<file path="src/rtl/pm_pkg.sv">
// rtl/pm_pkg.sv - shared write-size encodes and loader state enum
package pm_pkg;

  localparam logic [1:0] WS_BYTE  = 2'd0;
  localparam logic [1:0] WS_WORD  = 2'd1;
  localparam logic [1:0] WS_DWORD = 2'd2;

  typedef enum logic [2:0] {
    ST_IDLE,
    ST_LEN_LO,
    ST_LEN_HI,
    ST_COLLECT,
    ST_WRITE,
    ST_WAIT_WR,
    ST_DONE,
    ST_ERR
  } pm_state_e;

endpackage

</file>
<file path="src/rtl/pm_loader.sv">
// rtl/pm_loader.sv - length-prefixed byte stream to doubleword program-memory writes
module pm_loader
  import pm_pkg::*;
#(
  parameter int ADDR_DEPTH       = 2048,
  parameter int ADDR_WIDTH       = $clog2(ADDR_DEPTH),
  parameter int DOUBLEWORD_WIDTH = 64,
  parameter int LOAD_BASE        = 0
) (
  input  logic                        clk,
  input  logic                        rst_n,
  input  logic                        start,
  input  logic [7:0]                  rx_data,
  input  logic                        rx_valid,
  output logic                        rx_ready,
  output logic                        wr_ins,
  output logic [ADDR_WIDTH-1:0]       addr_wr,
  output logic [DOUBLEWORD_WIDTH-1:0] data_bus_wr,
  output logic [1:0]                  data_type_wr,
  input  logic                        wr_idle,
  output logic                        busy,
  output logic                        done,
  output logic                        err,
  output logic [ADDR_WIDTH:0]         bytes_loaded
);

  localparam logic [ADDR_WIDTH-1:0] LOAD_BASE_A = ADDR_WIDTH'(LOAD_BASE);
  localparam logic [31:0]           CAPACITY    = 32'(ADDR_DEPTH - LOAD_BASE);

  pm_state_e                   state_q, state_d;
  logic [15:0]                 len_q, len_d;
  logic [ADDR_WIDTH:0]         cnt_q, cnt_d;
  logic [ADDR_WIDTH-1:0]       ptr_q, ptr_d;
  logic [ADDR_WIDTH-1:0]       addr_q, addr_d;
  logic [DOUBLEWORD_WIDTH-1:0] buf_q, buf_d;
  logic [DOUBLEWORD_WIDTH-1:0] data_q, data_d;
  logic                        rx_ready_q, rx_ready_d;
  logic                        busy_q, busy_d;
  logic                        done_q, done_d;
  logic                        err_q, err_d;

  logic                        accept;
  logic [ADDR_WIDTH:0]         cnt_inc;
  logic                        last_byte;
  logic [15:0]                 len_full;
  logic [DOUBLEWORD_WIDTH-1:0] packed_w;

  assign accept    = rx_valid && rx_ready_q;
  assign cnt_inc   = cnt_q + {{ADDR_WIDTH{1'b0}}, 1'b1};
  assign last_byte = (32'(cnt_inc) == {16'd0, len_q});
  assign len_full  = {rx_data, len_q[7:0]};

  always_comb begin
    state_d  = state_q;
    len_d    = len_q;
    cnt_d    = cnt_q;
    ptr_d    = ptr_q;
    addr_d   = addr_q;
    buf_d    = buf_q;
    data_d   = data_q;
    packed_w = buf_q;
    packed_w[{cnt_q[2:0], 3'b000} +: 8] = rx_data;

    case (state_q)
      ST_IDLE, ST_DONE, ST_ERR: begin
        if (start) begin
          state_d = ST_LEN_LO;
          len_d   = '0;
          cnt_d   = '0;
          ptr_d   = LOAD_BASE_A;
          buf_d   = '0;
        end
      end
      ST_LEN_LO: begin
        if (accept) begin
          len_d[7:0] = rx_data;
          state_d    = ST_LEN_HI;
        end
      end
      ST_LEN_HI: begin
        if (accept) begin
          len_d = len_full;
          if (len_full == 16'd0) begin
            state_d = ST_DONE;
          end else if ({16'd0, len_full} > CAPACITY) begin
            state_d = ST_ERR;
          end else begin
            state_d = ST_COLLECT;
          end
        end
      end
      ST_COLLECT: begin
        if (accept) begin
          buf_d = packed_w;
          cnt_d = cnt_inc;
          // Snapshot address and data here so they hold steady until the next write.
          if (cnt_q[2:0] == 3'd7 || last_byte) begin
            state_d = ST_WRITE;
            data_d  = packed_w;
            addr_d  = ptr_q;
          end
        end
      end
      ST_WRITE: begin
        if (wr_idle) begin
          state_d = ST_WAIT_WR;
        end
      end
      ST_WAIT_WR: begin
        if (wr_idle) begin
          if (32'(cnt_q) != {16'd0, len_q}) begin
            state_d = ST_COLLECT;
            ptr_d   = ptr_q + ADDR_WIDTH'(8);
            buf_d   = '0;
          end else begin
            state_d = ST_DONE;
          end
        end
      end
      default: state_d = ST_IDLE;
    endcase

    rx_ready_d = (state_d == ST_LEN_LO) || (state_d == ST_LEN_HI) || (state_d == ST_COLLECT);
    busy_d     = !((state_d == ST_IDLE) || (state_d == ST_DONE) || (state_d == ST_ERR));
    done_d     = (state_d == ST_DONE);
    err_d      = (state_d == ST_ERR);
  end

  always_ff @(posedge clk or negedge rst_n) begin
    if (!rst_n) begin
      state_q    <= ST_IDLE;
      len_q      <= '0;
      cnt_q      <= '0;
      ptr_q      <= LOAD_BASE_A;
      addr_q     <= LOAD_BASE_A;
      buf_q      <= '0;
      data_q     <= '0;
      rx_ready_q <= 1'b0;
      busy_q     <= 1'b0;
      done_q     <= 1'b0;
      err_q      <= 1'b0;
    end else begin
      state_q    <= state_d;
      len_q      <= len_d;
      cnt_q      <= cnt_d;
      ptr_q      <= ptr_d;
      addr_q     <= addr_d;
      buf_q      <= buf_d;
      data_q     <= data_d;
      rx_ready_q <= rx_ready_d;
      busy_q     <= busy_d;
      done_q     <= done_d;
      err_q      <= err_d;
    end
  end

  // The request is held off by wr_idle so a stalled port never sees a second pulse.
  assign wr_ins       = (state_q == ST_WRITE) && wr_idle;
  assign rx_ready     = rx_ready_q;
  assign addr_wr      = addr_q;
  assign data_bus_wr  = data_q;
  assign data_type_wr = WS_DWORD;
  assign busy         = busy_q;
  assign done         = done_q;
  assign err          = err_q;
  assign bytes_loaded = cnt_q;

endmodule

</file>
<file path="config.mk">
export PLATFORM = sky130hd
export DESIGN_NAME = pm_loader
export DESIGN_NICKNAME = d
export VERILOG_FILES = /design/src/rtl/pm_pkg.sv /design/src/rtl/pm_loader.sv
export SDC_FILE = /design/constraint.sdc
export NUM_CORES = 1
export LEC_CHECK = 0
export CAP_MARGIN = 20
export CORE_MARGIN = 1.5
export CORE_UTILIZATION = 45
export CTS_BUF_LIST = sky130_fd_sc_hd__clkbuf_8
export DETAILED_ROUTE_END_ITERATION = 8
export GPL_TIMING_DRIVEN = 0
export PLACE_DENSITY = 0.67
export SYNTH_ARGS = -nofsm -noshare
export SYNTH_HDL_FRONTEND = slang
export SYNTH_SLANG_ARGS = --single-unit
</file>
<file path="constraint.sdc">
create_clock -name clk -period 6.28 [get_ports clk]
set_input_delay 1.57 -clock clk [delete_from_list [all_inputs] [get_ports clk]]
set_output_delay 1.57 -clock clk [all_outputs]
set_load 0.02 [all_outputs]
</file>
==> impl_metrics.env <==
export IMPL_stdcell_area_mm2=0.0106
export IMPL_yosysMostFrequentCell="dfrtp_1"
export IMPL_n_antenna_cell=0
export IMPL_io_buffers=99
export IMPL_hpwlAfterDp_um=16400
export IMPL_final_nets=1064
export IMPL_rsz0062_at_grt="no"
export IMPL_cts_clk_slew_worst_paths_ps=90
export IMPL_die_w_um=143
export IMPL_nFillCells=1812
export IMPL_antenna_found_initial=0
export IMPL_synthArstFlopShare_pct=100
export IMPL_yosys_cell_types_count=63
export IMPL_dieArea_mm2=0.0205
export IMPL_cts_tree="done"
export IMPL_root_buffer="clkbuf_8"
export IMPL_wl_per_cell_um=17.9
export IMPL_synth_edff_count=0
export IMPL_drtIter0Drc=614
export IMPL_rows=51
export IMPL_cpPeakStageDelay_ps=630
export IMPL_required_ps=4710
export IMPL_holdWs_ps=484
export IMPL_irDropWorstVdd_v=0.000245
export IMPL_p_per_area_mw_per_mm2=447
export IMPL_yosys_top_cells_count="179 x dfrtp_1, 119 x a21oi_1, 108 x nand2_1"
export IMPL_min_to="buf_q[26]"
export IMPL_die_h_um=143
export IMPL_rr_startpoint="bytes_loaded[0]"
export IMPL_synthCells=924
export IMPL_gp_congestion=0.879
export IMPL_ff2ff_setup_slack_ps=3080
export IMPL_reg2reg_depth=12
export IMPL_clock_path_buffers=2
export IMPL_cts_buffers=17
export IMPL_grt_usage_pct=24.0
export IMPL_min_period_over_period_pct=73.1
export IMPL_layout_drive_gt1_share_pct=8.69
export IMPL_total_leakage_power_nw=4.96
export IMPL_critPathSlowestCell="clkdlybuf4s50_1"
export IMPL_fin_crit_ps=4590
export IMPL_crit_type="in -> out"
export IMPL_fp_coreArea_mm2=0.0194
export IMPL_initial_core_util_pct=45.7
export IMPL_path_cells="clkdlybuf4s50_1, inv_1, nor3_1, clkdlybuf4s50_1"
export IMPL_drcViolationCount=0
export IMPL_finalMaxSlewViolations=0
export IMPL_crit_start="wr_idle"
export IMPL_fin_skew_ps=14.3
export IMPL_critPathCaptureType="output port"
export IMPL_path_max_fanout=4
export IMPL_ant_nets=0
export IMPL_cap_violations=0
export IMPL_viasPerCell=5.56
export IMPL_finalSetupViolations=0
export IMPL_cp_arrival_ps=3020
export IMPL_area_growth_pct=20.0
export IMPL_worstHoldPathCells=1
export IMPL_place_area_mm2=0.0102
export IMPL_clock_fmax_ghz=0.218
export IMPL_synth_top_cells_by_area="dfrtp_1 51%, a21oi_1 6.7%, nand2_1 4.6%"
export IMPL_hold_viol_final=0
export IMPL_grt_max_degree=122
export IMPL_outcome="completed"
export IMPL_yosysWarnings=0
export IMPL_synthFlopType="dfrtp_1"
export IMPL_crit_path_frequent_cell="clkdlybuf4s50_1"
export IMPL_rr_endpoint="data_bus_wr[50]"
export IMPL_gr_total_overflow=0
export IMPL_post_cts_buffers=0
export IMPL_hold_class="reg -> reg"
export IMPL_routed_wl_um=23800
export IMPL_ctsHoldBuffers=0
export IMPL_syn_avg_cell_area_um2=9.59
export IMPL_timing_setup_tns_ps=0
export IMPL_yosysSeqAreaShare_pct=50.5
export IMPL_ys_ff_latch=179
export IMPL_synth_area_mm2=0.00886
export IMPL_detail_route_first_pass_iterations=5
export IMPL_clkLatencyLatePin_ps=480
export IMPL_cts_sinks=179
export IMPL_htreeDepth=4
export IMPL_min_from="buf_q[26]"
export IMPL_num_vias=7359
export IMPL_cts_resized=0
export IMPL_io_pins=107
export IMPL_slew_headroom_pct=36.0
export IMPL_grt_pass1_vias=6899
export IMPL_tightestPinTransition_ps=951
export IMPL_crit_family="buffers and inverters"
export IMPL_fin_util_pct=54.8
export IMPL_path_buf_inv=3
export IMPL_grt_pass1_wl_um=37600
export IMPL_synth_area_leader_cell="dfrtp_1"
export IMPL_start_kind="input port"
export IMPL_yosys_area_top_type_share_pct=50.5
[cell families (layout without fill, tap and decap cells)]
group	Yosys count	in the layout	share of synthesized area, %
fa+ha+maj	5	5	0.706
simple gates	263	263	14.4
other cells	2	5	0.0847
flops	179	179	50.5
buf+inv	122	254	6.34
compound gates	282	282	20.0
mux	44	44	5.31
xor+xnor	27	27	2.67
[state kept, by name, summed over array words and instances (netlist names)]
signal        count
ptr_q             8
busy              1
len_q            16
rx_ready          1
addr_wr           8
data_bus_wr      64
done              1
bytes_loaded     12
err               1
state_q           3
buf_q            64
[routing by layer]
layer | wire, µm | GRT usage (%) | vias to the layer above
met1 | 11100 | 35.4 | 3628
met5 | 0 | 0 | -
li1 | - | - | 3477
met2 | 10900 | 36.7 | 232
met3 | 1440 | 3.93 | 22
met4 | 323 | 6.50 | 0
[report_power, final]
group	switching [mW]	internal (mW)	leakage, nW
Clock	0.442	0.370	0.206
Combinational	1.37	0.883	2.31
Sequential	0.223	1.46	2.44
[cell type report]
cell class	instances	area, µm²	share of cell area (%)
timing repair buffer	100	1020	9.62
clock inverter	14	151	1.42
tap	265	332	3.12
sequential	179	4480	42.1
buffer	75	385	3.62
clock buffer	18	248	2.33
multi-input combinational	626	3840	36.1
inverter	47	176	1.66
[per-stage QoR]
stage / total power [mW] / std cells / setup slack [ps]
final: 4.75 / 1324 / 1690
after global routing: 5.05 / 1324 / 1620
after CTS: 4.76 / 1324 / 1690
after detailed placement: 3.94 / 1292 / 1690
after global placement: 3.91 / 1291 / -3860
after floorplan: 3.07 / 927 / 2610
[worst reg2reg max path: stages (launching register included)]
cell and delay [ps]:
dfrtp_1 370, buf_2 230, inv_1 120, ha_1 350
xnor2_1 150, nand4b_1 140, nor3_1 270, o2111ai_1 220
o31ai_2 260, buf_4 280, clkbuf_1 430, a21oi_1 120
a21oi_1 160
[cell usage in the layout (no fill, tap or decap), types with 11 or more instances in the layout]
cell | netlist | routed
a21o_1 | 33 | 33
nand2_1 | 108 | 108
mux2i_1 | 32 | 32
and3_1 | 18 | 18
clkdlybuf4s50_1 | 0 | 98
nand3_1 | 40 | 40
nor2_1 | 35 | 35
buf_2 | 11 | 11
xnor2_1 | 16 | 16
clkbuf_8 | 0 | 18
inv_1 | 47 | 47
dfrtp_1 | 179 | 179
o21ai_0 | 56 | 56
xor2_1 | 11 | 11
clkbuf_1 | 41 | 41
a2bb2oi_1 | 13 | 13
a21oi_1 | 119 | 119
[worst max-delay path by stage]
| stage | cells after the start | slack (ps) | endpoint |
|---|---|---|---|
| 2_1_floorplan | 2 | 2610 | wr_ins |
| 3_3_place_gp | 1 | -3860 | addr_wr[3] |
| 3_5_place_dp | 4 | 1690 | wr_ins |
| 4_1_cts | 4 | 1690 | wr_ins |
| 5_1_grt | 4 | 1620 | wr_ins |
| 6_report | 4 | 1690 | wr_ins |
Power figures use the tool's default switching activity.
